File: config.mk
export PLATFORM = sky130hd
export DESIGN_NAME = frame_scheduler
export DESIGN_NICKNAME = d
export VERILOG_FILES = /design/src/rtl/frame_scheduler.sv
export SDC_FILE = /design/constraint.sdc
export NUM_CORES = 1
export LEC_CHECK = 0
export ABC_CLOCK_PERIOD_IN_PS = 3200
export BUFFER_PORTS_ARGS = -buffer_cell sky130_fd_sc_hd__buf_4
export CORE_MARGIN = 1.5
export CORE_UTILIZATION = 35
export CTS_CLUSTER_DIAMETER = 150
export DETAILED_ROUTE_END_ITERATION = 7
export PLACE_DENSITY = 0.6
export SLEW_MARGIN = 5
export SYNTH_ARGS = -nofsm -noshare
export SYNTH_HDL_FRONTEND = slang
export SYNTH_SLANG_ARGS = --single-unit
File: constraint.sdc
create_clock -name clk -period 3.2 [get_ports clk]
set_input_delay 0.32 -clock clk [delete_from_list [all_inputs] [get_ports clk]]
set_output_delay 0.32 -clock clk [all_outputs]
set_load 0.02 [all_outputs]
File: src/rtl/frame_scheduler.sv
// frame_scheduler: sequences one frame of raster work across a bank of task units.
//   Parameters: UNITS = number of raster task units, OBJ_W = object index/count width.
//   Ports:
//     clk, rst_n            - rising-edge clock, asynchronous active-low reset
//     frame_start           - request a new frame (an overrun if already busy)
//     object_count          - objects in the frame, captured when a frame is accepted
//     unit_enable           - usable units, captured when a frame is accepted
//     obj_req / obj_index   - request the object at obj_index from the object buffer
//     obj_valid             - object buffer has presented the requested object
//     task_start            - one-cycle broadcast start to the units
//     task_done             - per-unit one-cycle completion pulses
//     depth_write_start     - one-cycle pulse starting depth write-back
//     depth_write_complete  - write-back finished
//     buffer_select         - front/back buffer selector, flips once per finished frame
//     busy                  - high whenever not idle
//     frame_done            - one-cycle pulse when the frame is finished
//     frame_overrun         - one-cycle pulse when frame_start arrives while busy
module frame_scheduler #(
    parameter int UNITS = 16,
    parameter int OBJ_W = 8
) (
    input  logic             clk,
    input  logic             rst_n,
    input  logic             frame_start,
    input  logic [OBJ_W-1:0] object_count,
    input  logic [UNITS-1:0] unit_enable,
    output logic             obj_req,
    output logic [OBJ_W-1:0] obj_index,
    input  logic             obj_valid,
    output logic             task_start,
    input  logic [UNITS-1:0] task_done,
    output logic             depth_write_start,
    input  logic             depth_write_complete,
    output logic             buffer_select,
    output logic             busy,
    output logic             frame_done,
    output logic             frame_overrun
);
    typedef enum logic [2:0] {IDLE, FETCH, DISPATCH, WAIT_UNITS, NEXT, FLUSH, SWAP} state_t;
    localparam logic [OBJ_W-1:0] ONE = 1;
    state_t state, state_nx;
    logic [OBJ_W-1:0] count_q, idx_nx;
    logic [UNITS-1:0] enable_q, done_mask, mask_nx;
    logic accept;
    assign accept = (state == IDLE) && frame_start;
    always_comb begin
        state_nx = state;
        idx_nx   = obj_index;
        mask_nx  = done_mask;
        case (state)
            IDLE: if (frame_start) begin
                idx_nx   = '0;
                state_nx = (object_count == '0) ? FLUSH : FETCH;
            end
            FETCH: state_nx = obj_valid ? DISPATCH : FETCH;
            DISPATCH: begin
                // disabled units never report, so they start out already done
                mask_nx  = ~enable_q;
                state_nx = WAIT_UNITS;
            end
            WAIT_UNITS: begin
                // a completion arriving this cycle counts toward the exit decision
                mask_nx  = done_mask | task_done;
                state_nx = (&mask_nx) ? NEXT : WAIT_UNITS;
            end
            NEXT: if (obj_index == count_q - ONE) state_nx = FLUSH;
                else begin
                    idx_nx   = obj_index + ONE;
                    state_nx = FETCH;
                end
            FLUSH: state_nx = depth_write_complete ? SWAP : FLUSH;
            SWAP: state_nx = IDLE;
            default: state_nx = IDLE;
        endcase
    end
    // outputs are registered from the next state so they line up with the state they describe
    always_ff @(posedge clk or negedge rst_n) begin
        if (!rst_n) begin
            state             <= IDLE;
            obj_index         <= '0;
            done_mask         <= '0;
            count_q           <= '0;
            enable_q          <= '0;
            obj_req           <= 1'b0;
            task_start        <= 1'b0;
            depth_write_start <= 1'b0;
            frame_done        <= 1'b0;
            frame_overrun     <= 1'b0;
            busy              <= 1'b0;
            buffer_select     <= 1'b0;
        end else begin
            state             <= state_nx;
            obj_index         <= idx_nx;
            done_mask         <= mask_nx;
            count_q           <= accept ? object_count : count_q;
            enable_q          <= accept ? unit_enable : enable_q;
            obj_req           <= state_nx == FETCH;
            task_start        <= state_nx == DISPATCH;
            depth_write_start <= (state_nx == FLUSH) && (state != FLUSH);
            frame_done        <= state_nx == SWAP;
            frame_overrun     <= frame_start && (state != IDLE);
            busy              <= state_nx != IDLE;
            buffer_select     <= buffer_select ^ (state_nx == SWAP);
        end
    end
endmodule
==> run metrics, run 1 <==
Vias/cell=4.87; Cells after Synth=304; number of nets produced by synthesis=351; number of synthesized flops with an enable pin=0; post-detailed-route wirelength per cell=13.9 um; hold crit path type=in -> async; Power, Total=3120 uW; fraction of the yosys area taken by sequential cells=0.519; Finished Cell Area=0.00358 mm2; number of DRC markers after the initial detailed-route iteration=112; Post-DP Area=0.00335 mm2; final critical delay including setup and external delays=2.40 ns; effective utilization at floorplan=0.362; die span in y=92.3 um; # hold bufs at CTS=0; H-tree lvl count=3; final number of max-transition violations=0; dpl ws=0.784 ns; fillcell total=746; share of layout cells above drive strength 1=0.247; detailed placement HPWL=4430 um; number of antenna violations at the first check in global routing=0; maximum operating frequency=0.416 GHz; Total Routed Length=6530 um; Final GP Congestion=0.757; Final Net Count=411; pin count of the biggest net entering global routing=59; CP Class=reg -> reg; relative area change from synthesis to final layout=28.3%; Setup TNS Final=0 ns; maximum net fanout on the critical path=4; setup-violating endpoint count in the final report=0; clock transition at the registers of the reported paths=0.07 ns; Final period util=0.751; number of rows created at floorplan=32; sinks on the clock net=58; final standard cell count with taps included and fillers excluded=471; wire length of the first global-routing pass=10900 um; Worst R2R Start=count_q[0]$_DFFE_PN0P_; vias in the first global route=2298; RSZ-0062 raised after global routing=false; clock buffer count from CTS=9; Leakage Power=0.00169 uW; worst max-slew margin expressed relative to the limit=0.514; maximum clock skew at final layout=0.00975 ns; peak supply drop=0.305 mV; smallest setup slack after layout=0.795 ns; number of setup buffers added after CTS=0; number of I/O port buffers=59; count of cells along the worst register-to-register path=8; total of flip-flops plus latches after synthesis=58; category of the worst setup path launch point=flip-flop; Worst EP required=3.42 ns; First-pass DRT Iterations=4; remaining global-route overflow=0; Max Cap Violations=0; TritonCTS clock tree=built; commonest register cell after synthesis=sky130_fd_sc_hd__dfrtp_1; reg-to-reg critical path endpoint=busy$_DFF_PN0_; Critical Path End Type=flip-flop; crit path DAT=2.63 ns; post-synthesis average cell area=9.19 um2; Unique masters post-synth=46; Die Wd=92.3 um; setup slack of the worst register-to-register path=0.80 ns; clock root buffer=sky130_fd_sc_hd__clkbuf_8; vias=2293; Core Box Area=0.00773 mm2; Syn. warnings=0; maximum clock insertion buffer count=2; aggregate global-route resource usage=0.166; async set or reset register ratio after synthesis=1.00; area of the die=0.00853 mm2; DRC violation count after routing=0; cell area after synthesis=0.00279 mm2; clock latency reported for the late side of the worst-skew pair=0.34 ns; most common cell after layout, fill and taps aside=sky130_fd_sc_hd__nand2_1; status=complete, no violations; I/O pin cnt=60; post-CTS resize count=0; number of inserted diodes=0; Worst-Margin Slew=0.729 ns; most frequent cells in the layout=81 x sky130_fd_sc_hd__nand2_1, 64 x sky130_fd_sc_hd__buf_4, 58 x sky130_fd_sc_hd__dfrtp_1; cell count after placement=455; Power Density=871 mW/mm2; number of failing hold endpoints at the final stage=0; Antenna Violating Nets Remaining=0
critical path, cell delays in order (launching register included):
cell	delay (ns)
sky130_fd_sc_hd__dfrtp_1	0.42
sky130_fd_sc_hd__inv_1	0.09
sky130_fd_sc_hd__ha_1	0.17
sky130_fd_sc_hd__or3b_1	0.39
sky130_fd_sc_hd__o31a_1	0.25
sky130_fd_sc_hd__o2111ai_1	0.31
sky130_fd_sc_hd__a211oi_2	0.11
sky130_fd_sc_hd__a21oi_2	0.20
sky130_fd_sc_hd__or3b_1	0.36
cell usage after synthesis, types with 2 or more instances:
cell type,n,area share
sky130_fd_sc_hd__nor2_1,8,0.011
sky130_fd_sc_hd__nor3_1,6,0.011
sky130_fd_sc_hd__o21ai_0,5,0.0090
sky130_fd_sc_hd__nand4_1,2,0.0045
sky130_fd_sc_hd__a21oi_1,35,0.063
sky130_fd_sc_hd__inv_1,5,0.0067
sky130_fd_sc_hd__clkbuf_1,13,0.017
sky130_fd_sc_hd__nand3_1,4,0.0072
sky130_fd_sc_hd__nor2b_1,3,0.0067
sky130_fd_sc_hd__o22ai_1,7,0.016
sky130_fd_sc_hd__and3b_1,2,0.0063
sky130_fd_sc_hd__buf_1,2,0.0027
sky130_fd_sc_hd__o2111ai_1,2,0.0063
sky130_fd_sc_hd__nand2_1,81,0.11
sky130_fd_sc_hd__and2_1,4,0.0090
sky130_fd_sc_hd__nand2b_1,19,0.043
sky130_fd_sc_hd__xnor2_1,4,0.013
sky130_fd_sc_hd__nor4_1,5,0.011
sky130_fd_sc_hd__or3b_1,2,0.0063
sky130_fd_sc_hd__ha_1,2,0.0090
sky130_fd_sc_hd__mux2i_1,4,0.014
sky130_fd_sc_hd__xor2_1,4,0.013
sky130_fd_sc_hd__and3_1,5,0.011
sky130_fd_sc_hd__dfrtp_1,58,0.52
metal layers:
metal | GRT usage | vias to the layer above | share of wire
li1 | - | 1165 | -
met1 | 0.226 | 1063 | 0.49
met2 | 0.253 | 52 | 0.45
met3 | 0.0337 | 13 | 0.043
met4 | 0.0808 | 0 | 0.021
met5 | 0 | - | 0
registers in the layout (all words and copies together), names as in the netlist, 3 cells and up:
register and cells:
done_mask 16, enable_q 16, count_q 8, obj_index 8, state 3
kinds of logic (layout without fill, tap and decap cells):
family / count (synthesis) / after routing / share of synthesized area
AO/OA/AOI/OAI: 61 / 61 / 0.134
XOR/XNOR: 8 / 8 / 0.0251
buffers and inverters: 20 / 85 / 0.0269
AND/OR/NAND/NOR: 150 / 150 / 0.267
multiplexers: 5 / 5 / 0.0184
flip-flops: 58 / 58 / 0.519
adder cells (fa/ha/maj): 2 / 2 / 0.00896
layout make-up:
| class | count | area [um2] | area share |
|---|---|---|---|
| Clock buffer | 12 | 165 | 0.0461 |
| Clock inverter | 4 | 72.6 | 0.0203 |
| Inverter | 5 | 18.8 | 0.00524 |
| Multi-Input combinational cell | 226 | 1270 | 0.354 |
| Sequential cell | 58 | 1450 | 0.405 |
| Tap cell | 102 | 128 | 0.0356 |
| Timing Repair Buffer | 64 | 480 | 0.134 |
worst max-delay path by stage:
stage,start,depth (start not counted),slack [ns],endpoint
3_3_place_gp,count_q[0]$_DFFE_PN0P_,8,0.84,busy$_DFF_PN0_
6_report,count_q[0]$_DFFE_PN0P_,8,0.80,busy$_DFF_PN0_
3_5_place_dp,count_q[0]$_DFFE_PN0P_,8,0.78,busy$_DFF_PN0_
2_1_floorplan,count_q[0]$_DFFE_PN0P_,8,0.93,busy$_DFF_PN0_
4_1_cts,count_q[0]$_DFFE_PN0P_,8,0.78,busy$_DFF_PN0_
5_1_grt,count_q[0]$_DFFE_PN0P_,8,0.64,busy$_DFF_PN0_
report_power, final:
part           leakage (uW)  switching (uW)  internal (uW)
clock              0.000119             307            501
combinational      0.000881             634            470
sequential         0.000695             210           1000
through the flow:
step	hold slack, ns	utilization
4_1_cts	0.0699	0.464
3_5_place_dp	0.426	0.433
3_3_place_gp	0.428	0.433
2_1_floorplan	0.0244	-
5_1_grt	0.0962	0.464
6_report	0.0376	0.464
No activity file was read; power rests on OpenSTA's default activity.
==> run 2: changes to the inputs <==
--- a/config.mk
+++ b/config.mk
@@ -5,13 +5,13 @@
 export SDC_FILE = /design/constraint.sdc
 export NUM_CORES = 1
 export LEC_CHECK = 0
-export ABC_CLOCK_PERIOD_IN_PS = 3200
+export ABC_CLOCK_PERIOD_IN_PS = 2000
 export BUFFER_PORTS_ARGS = -buffer_cell sky130_fd_sc_hd__buf_4
 export CORE_MARGIN = 1.5
 export CORE_UTILIZATION = 35
 export CTS_CLUSTER_DIAMETER = 150
 export DETAILED_ROUTE_END_ITERATION = 7
-export PLACE_DENSITY = 0.6
+export PLACE_DENSITY = 0.62
 export SLEW_MARGIN = 5
 export SYNTH_ARGS = -nofsm -noshare
 export SYNTH_HDL_FRONTEND = slang
==> constraint.sdc (replaced) <==
create_clock -name clk -period 2 [get_ports clk]
set_input_delay 0.2 -clock clk [delete_from_list [all_inputs] [get_ports clk]]
set_output_delay 0.2 -clock clk [all_outputs]
set_load 0.02 [all_outputs]
==> run metrics, run 2 (synthesis gave the netlist of run 1 again) <==
post-detailed-route wirelength per cell=14.5 um (+4.7%); Critical Path End Type=flip-flop; dpl ws=-0.214 ns (-0.998 ns); cell-by-cell listing of the critical path=or4_4 > and4bb_1 > nor3b_4 > a211o_4 > and3_4 > a31o_1; detailed placement HPWL=4950 um (+12%); DRC violation count after routing=0 (unchanged); combinational fraction of design power=0.397 (+0.044); Max Cap Violations=0 (unchanged); proportion of power drawn by the clock network=0.252 (-0.007); I/O pin cnt=60 (unchanged); Final Net Count=432 (+5.1%); area of the die=0.00853 mm2 (unchanged); First-pass DRT Iterations=5 (+1); most frequent cells in the layout=84 x sky130_fd_sc_hd__buf_4, 80 x sky130_fd_sc_hd__nand2_1, 57 x sky130_fd_sc_hd__dfrtp_1; vias=2489 (+8.5%); category of the worst setup path launch point=flip-flop; Power, Total=5450 uW (+75%); final critical delay including setup and external delays=2.25 ns (-0.154 ns); number of DRC markers after the initial detailed-route iteration=130 (+16%); Power Density=1420 mW/mm2 (+63%); CP Class=reg -> reg; final number of max-transition violations=0 (unchanged); share of the core filled with cells=0.498 (+0.0345); hold crit path type=in -> reg; smallest setup slack after layout=-0.251 ns (-1.05 ns); remaining global-route overflow=0 (unchanged); clock latency reported for the late side of the worst-skew pair=0.34 ns (about the same); maximum operating frequency=0.444 GHz (+6.8%); crit path DAT=2.48 ns (-0.15 ns); critical-path cell with the highest stage delay=sky130_fd_sc_hd__or4_4; H-tree lvl count=3 (unchanged); Top Registers=done_mask x16, enable_q x16; maximum net fanout on the critical path=9 (+5); Final GP Congestion=0.806 (+6.5%); worst hold margin=0.0442 ns (+0.00660 ns); failing checks=setup timing; Worst-Margin Slew=0.742 ns (+0.0135 ns); number of rows created at floorplan=32 (unchanged); number of antenna violations at the first check in global routing=0 (unchanged); Core Box Area=0.00773 mm2 (unchanged); clock root buffer=sky130_fd_sc_hd__clkbuf_8; TritonCTS clock tree=built; effective utilization at floorplan=0.362 (unchanged); Internal Power=3470 uW (+76%); maximum single-stage delay on the critical path=0.59 ns (+0.17 ns); RSZ-0062 raised after global routing=true; Switching Share=0.364 (-0.00472); sinks on the clock net=58 (unchanged); maximum clock insertion buffer count=2 (unchanged); maximum clock skew at final layout=0.0121 ns (+0.00231 ns); Total Routed Length=7140 um (+9.4%); sum of buffers and inverters on the critical path=0 (-1); die span in y=92.3 um (unchanged); worst max-slew margin expressed relative to the limit=0.505 (-0.00903); most common cell after layout, fill and taps aside=sky130_fd_sc_hd__buf_4; sequential fraction of design power=0.351 (-0.037); pin count of the biggest net entering global routing=59 (unchanged); clock transition at the registers of the reported paths=0.07 ns (about the same); setup-violating endpoint count in the final report=12 (+12); share of layout cells above drive strength 1=0.321 (+0.0739); clock buffer count from CTS=9 (unchanged); Final period util=1.13 (+0.374); aggregate global-route resource usage=0.179 (+0.0127); Die Wd=92.3 um (unchanged); fillcell total=729 (-2.3%); wire length of the first global-routing pass=11900 um (+9.3%); Leakage Power=0.00182 uW (+7.4%); cell class contributing the biggest share of worst-path delay=simple AND/OR/NAND/NOR gates; Worst EP required=2.23 ns (-1.19 ns); setup slack of the worst register-to-register path=-0.25 ns (-1.05 ns); number of I/O port buffers=59 (unchanged); Antenna Violating Nets Remaining=0 (unchanged); switching pwr=1980 uW (+72%); relative area change from synthesis to final layout=37.8%; number of failing hold endpoints at the final stage=0 (unchanged); vias in the first global route=2514 (+9.4%); peak supply drop=0.575 mV (+89%); Vias/cell=5.06 (+3.9%); number of inserted diodes=0 (unchanged); status=finished with violations
==> run 2: cell type report <==
cell class,count,area [um2],area share
multi-input combinational,226,1360,0.353
inverter,5,18.8,0.00487
timing repair buffer,85,641,0.166
sequential,58,1450,0.377
clock inverter,5,100,0.0260
tap,102,128,0.0331
clock buffer,11,151,0.0393
==> run 2: metal layers <==
metal / track usage / routed length, um / vias to the layer above / share of wire
met4: 0.0654 / 60 / 0 / 0.0084
met2: 0.289 / 3440 / 87 / 0.48
met5: 0 / 0 / - / 0
met3: 0.0542 / 425 / 6 / 0.060
met1: 0.227 / 3220 / 1190 / 0.45
li1: - / - / 1206 / -
==> run 2: final timing paths <==
| kind | start | to | depth (start not counted) |
|---|---|---|---|
| worst max-delay path | count_q[2]$_DFFE_PN0P_ | obj_index[1]$_DFFE_PN0P_ | 6 |
| worst min-delay path | unit_enable[8] | enable_q[8]$_DFFE_PN0P_ | 3 |
| worst max register to register | count_q[2]$_DFFE_PN0P_ | obj_index[1]$_DFFE_PN0P_ | 6 |
| worst min register to register | enable_q[6]$_DFFE_PN0P_ | done_mask[6]$_DFFE_PN0P_ | 1 |
| max in group asynchronous | rst_n | obj_index[5]$_DFFE_PN0P_ | 2 |
| min in group asynchronous | rst_n | obj_index[6]$_DFFE_PN0P_ | 2 |
==> run 2: worst register-to-register path, stage by stage (launching register included) <==
cell and delay (ns):
sky130_fd_sc_hd__dfrtp_1 0.39, sky130_fd_sc_hd__or4_4 0.59, sky130_fd_sc_hd__and4bb_1 0.36, sky130_fd_sc_hd__nor3b_4 0.07, sky130_fd_sc_hd__a211o_4 0.38, sky130_fd_sc_hd__and3_4 0.19
sky130_fd_sc_hd__a31o_1 0.17
==> run 2: power by group through the flow <==
| stage | clock network [uW] | logic (uW) | registers, uW |
|---|---|---|---|
| after global placement | 0 | 2000 | 1910 |
| after global routing | 1460 | 2430 | 1970 |
| after detailed placement | 0 | 2050 | 1930 |
| after CTS | 1400 | 2070 | 1910 |
| final | 1380 | 2160 | 1910 |
| after floorplan | 0 | 1270 | 1930 |
==> run 2: through the flow <==
step,setup TNS (ns),area [um2],cells
global placement,-0.962,3510,474
detailed placement,-1.50,3510,474
finish,-2.15,3850,492
global route,-3.11,3850,492
floorplan,-0.414,2820,304
CTS,-1.60,3790,491
==> run 2: timing repair <==
item / 4_1_cts / 5_1_grt
gates resized for setup: 5 / 11
buffers inserted: 0 / 1
setup endpoints to repair: 12 / 12
endpoints found under the hold margin: 58 / 0
hold buffers: 1 / 0
pin swaps: 5 / 5
==> run 3: changes to the inputs <==
--- a/config.mk
+++ b/config.mk
@@ -6,11 +6,12 @@
 export NUM_CORES = 1
 export LEC_CHECK = 0
 export ABC_CLOCK_PERIOD_IN_PS = 2000
-export BUFFER_PORTS_ARGS = -buffer_cell sky130_fd_sc_hd__buf_4
+export BUFFER_PORTS_ARGS = -buffer_cell sky130_fd_sc_hd__buf_2
 export CORE_MARGIN = 1.5
 export CORE_UTILIZATION = 35
 export CTS_CLUSTER_DIAMETER = 150
 export DETAILED_ROUTE_END_ITERATION = 7
+export GPL_TIMING_DRIVEN = 0
 export PLACE_DENSITY = 0.62
 export SLEW_MARGIN = 5
 export SYNTH_ARGS = -nofsm -noshare
==> run metrics, run 3 (synthesis gave the netlist of run 1 again) <==
Top Registers=done_mask x16, enable_q x16; worst max-slew margin expressed relative to the limit=0.501 (-0.00435); clock root buffer=sky130_fd_sc_hd__clkbuf_8; number of antenna violations at the first check in global routing=0 (unchanged); Power Density=1390 mW/mm2 (-1.9%); effective utilization at floorplan=0.362 (unchanged); Vias/cell=5.00 (-1.2%); most frequent cells in the layout=80 x sky130_fd_sc_hd__nand2_1, 60 x sky130_fd_sc_hd__buf_2, 56 x sky130_fd_sc_hd__dfrtp_1; vias=2440 (-2.0%); Max Cap Violations=0 (unchanged); share of the core filled with cells=0.463 (-0.0356); number of rows created at floorplan=32 (unchanged); vias in the first global route=2432 (-3.3%); First-pass DRT Iterations=4 (-1); setup slack of the worst register-to-register path=-0.32 ns (-0.07 ns); failing checks=setup timing; crit path DAT=2.55 ns (+0.07 ns); Critical Path End Type=flip-flop; sinks on the clock net=58 (unchanged); maximum net fanout on the critical path=4 (-5); setup-violating endpoint count in the final report=12 (unchanged); Worst EP required=2.24 ns (about the same); maximum operating frequency=0.432 GHz (-2.8%); most common cell after layout, fill and taps aside=sky130_fd_sc_hd__nand2_1; Final GP Congestion=0.788 (-2.3%); critical-path cell with the highest stage delay=sky130_fd_sc_hd__dfrtp_1; Worst R2R Start=count_q[1]$_DFFE_PN0P_; number of DRC markers after the initial detailed-route iteration=126 (-3.1%); reg-to-reg critical path endpoint=obj_index[1]$_DFFE_PN0P_; category of the worst setup path launch point=flip-flop; maximum clock insertion buffer count=2 (unchanged); Total Routed Length=6920 um (-3.1%); hold crit path type=in -> reg; final number of max-transition violations=0 (unchanged); clock transition at the registers of the reported paths=0.06 ns (about the same); count of cells along the worst register-to-register path=9 (+3); relative area change from synthesis to final layout=27.9%; maximum single-stage delay on the critical path=0.40 ns (-0.19 ns); peak supply drop=0.598 mV (+4.0%); CP Class=reg -> reg; number of failing hold endpoints at the final stage=0 (unchanged); clock buffer count from CTS=9 (unchanged); Worst-Margin Slew=0.749 ns (+0.00652 ns); final critical delay including setup and external delays=2.32 ns (+0.0656 ns); smallest setup slack after layout=-0.316 ns (-0.0656 ns); area of the die=0.00853 mm2 (unchanged); Core Box Area=0.00773 mm2 (unchanged); aggregate global-route resource usage=0.173 (-0.00599); wire length of the first global-routing pass=11400 um (-4.8%); path length in cells of the critical path=9 (+3); post-detailed-route wirelength per cell=14.2 um (-2.3%); cell class contributing the biggest share of worst-path delay=simple AND/OR/NAND/NOR gates; cell-by-cell listing of the critical path=inv_2 > ha_4 > or3b_4 > nor4_4 > o2111ai_2 > buf_4 > a211o_2 > and3_4 > a31o_1; die span in y=92.3 um (unchanged); Leakage Power=0.00169 uW (-7.0%); pin count of the biggest net entering global routing=59 (unchanged); number of I/O port buffers=59 (unchanged); sum of buffers and inverters on the critical path=2 (+2); clock latency reported for the late side of the worst-skew pair=0.34 ns (about the same); Antenna Violating Nets Remaining=0 (unchanged); Final period util=1.16 (+0.0328); dpl ws=-0.362 ns (-0.148 ns); H-tree lvl count=3 (unchanged); status=finished with violations; share of layout cells above drive strength 1=0.293 (-0.0278); RSZ-0062 raised after global routing=true; Final Net Count=429 (-0.69%); Critical path destination=obj_index[1]$_DFFE_PN0P_; detailed placement HPWL=4860 um (-1.8%); I/O pin cnt=60 (unchanged); DRC violation count after routing=0 (unchanged); TritonCTS clock tree=built; Die Wd=92.3 um (unchanged); maximum clock skew at final layout=0.00561 ns (-0.00646 ns); remaining global-route overflow=0 (unchanged); number of inserted diodes=0 (unchanged); CP Launch Point=count_q[1]$_DFFE_PN0P_
run 3: cell count changes in the layout (fill, tap and decap cells not counted):
cell	change
sky130_fd_sc_hd__buf_4	-77
sky130_fd_sc_hd__buf_2	+60
sky130_fd_sc_hd__clkbuf_1	+10
sky130_fd_sc_hd__clkbuf_2	+5
sky130_fd_sc_hd__bufinv_16	-2
sky130_fd_sc_hd__nand3_1	-2
sky130_fd_sc_hd__nand3_2	+2
sky130_fd_sc_hd__a211o_2	+1
sky130_fd_sc_hd__clkbuf_8	-1
sky130_fd_sc_hd__dfrtp_1	-1
sky130_fd_sc_hd__dfrtp_2	+1
sky130_fd_sc_hd__nor2_1	+1
sky130_fd_sc_hd__nor2_4	-1
run 3: worst min-delay path by stage:
| stage | start | to | slack [ns] | cells past startpoint |
|---|---|---|---|---|
| floorplan | rst_n | buffer_select$_DFF_PN0_ | -0.1 | 0 |
| global placement | unit_enable[2] | enable_q[2]$_DFFE_PN0P_ | 0.39 | 3 |
| detailed placement | rst_n | count_q[4]$_DFFE_PN0P_ | 0.32 | 1 |
| CTS | unit_enable[6] | enable_q[6]$_DFFE_PN0P_ | 0.02 | 3 |
| global route | unit_enable[3] | enable_q[3]$_DFFE_PN0P_ | 0.05 | 3 |
| finish | unit_enable[6] | enable_q[6]$_DFFE_PN0P_ | 0.04 | 3 |
run 3: layout make-up:
type / count / area (um2)
inverter: 5 / 18.8
tap: 102 / 128
timing repair buffer: 66 / 353
clock buffer: 12 / 145
clock inverter: 3 / 40.0
sequential: 58 / 1450
multi-input combinational: 227 / 1370
buffer: 15 / 65.1
fill: 763 / 4150
run 3: through the flow:
stage | hold WS (ns) | setup TNS, ns | area, um2 | total power, uW | cells
2_1_floorplan | -0.0956 | -0.414 | 2820 | 3200 | 304
3_3_place_gp | 0.389 | -3.29 | 3240 | 3690 | 465
3_5_place_dp | 0.319 | -4.38 | 3250 | 3750 | 465
4_1_cts | 0.0236 | -2.46 | 3490 | 4920 | 485
5_1_grt | 0.0456 | -3.73 | 3570 | 5340 | 488
6_report | 0.0417 | -2.59 | 3570 | 4970 | 488
run 3: what timing repair did:
action                                 4_1_cts  5_1_grt
pin swaps                                   10        5
buffers inserted                             4        2
setup endpoints to repair                   31       41
endpoints found under the hold margin       58        0
hold buffers                                 1        0
gates resized for setup                      8       19
gates cloned                                 0        1
run 3: report_power, final:
| group | switching [uW] | internal [uW] | leakage, uW | total [uW] |
|---|---|---|---|---|
| registers | 320 | 1610 | 0.000692 | 1930 |
| clock network | 456 | 599 | 0.0000962 | 1050 |
| logic | 1170 | 822 | 0.000905 | 1990 |
run 3: layer usage:
metal  track usage  vias up  part of all wire
met5             0        -                 0
met2         0.265       70              0.47
met1         0.224     1161              0.46
met4        0.0744        0             0.016
li1              -     1199                 -
met3        0.0558       10             0.060
run 3: tightest hold or removal path: cells and delay by family:
kind / cells / cell delay, ns
AND/OR/NAND/NOR: 2 / 0.08
buffers and inverters: 1 / 0.07
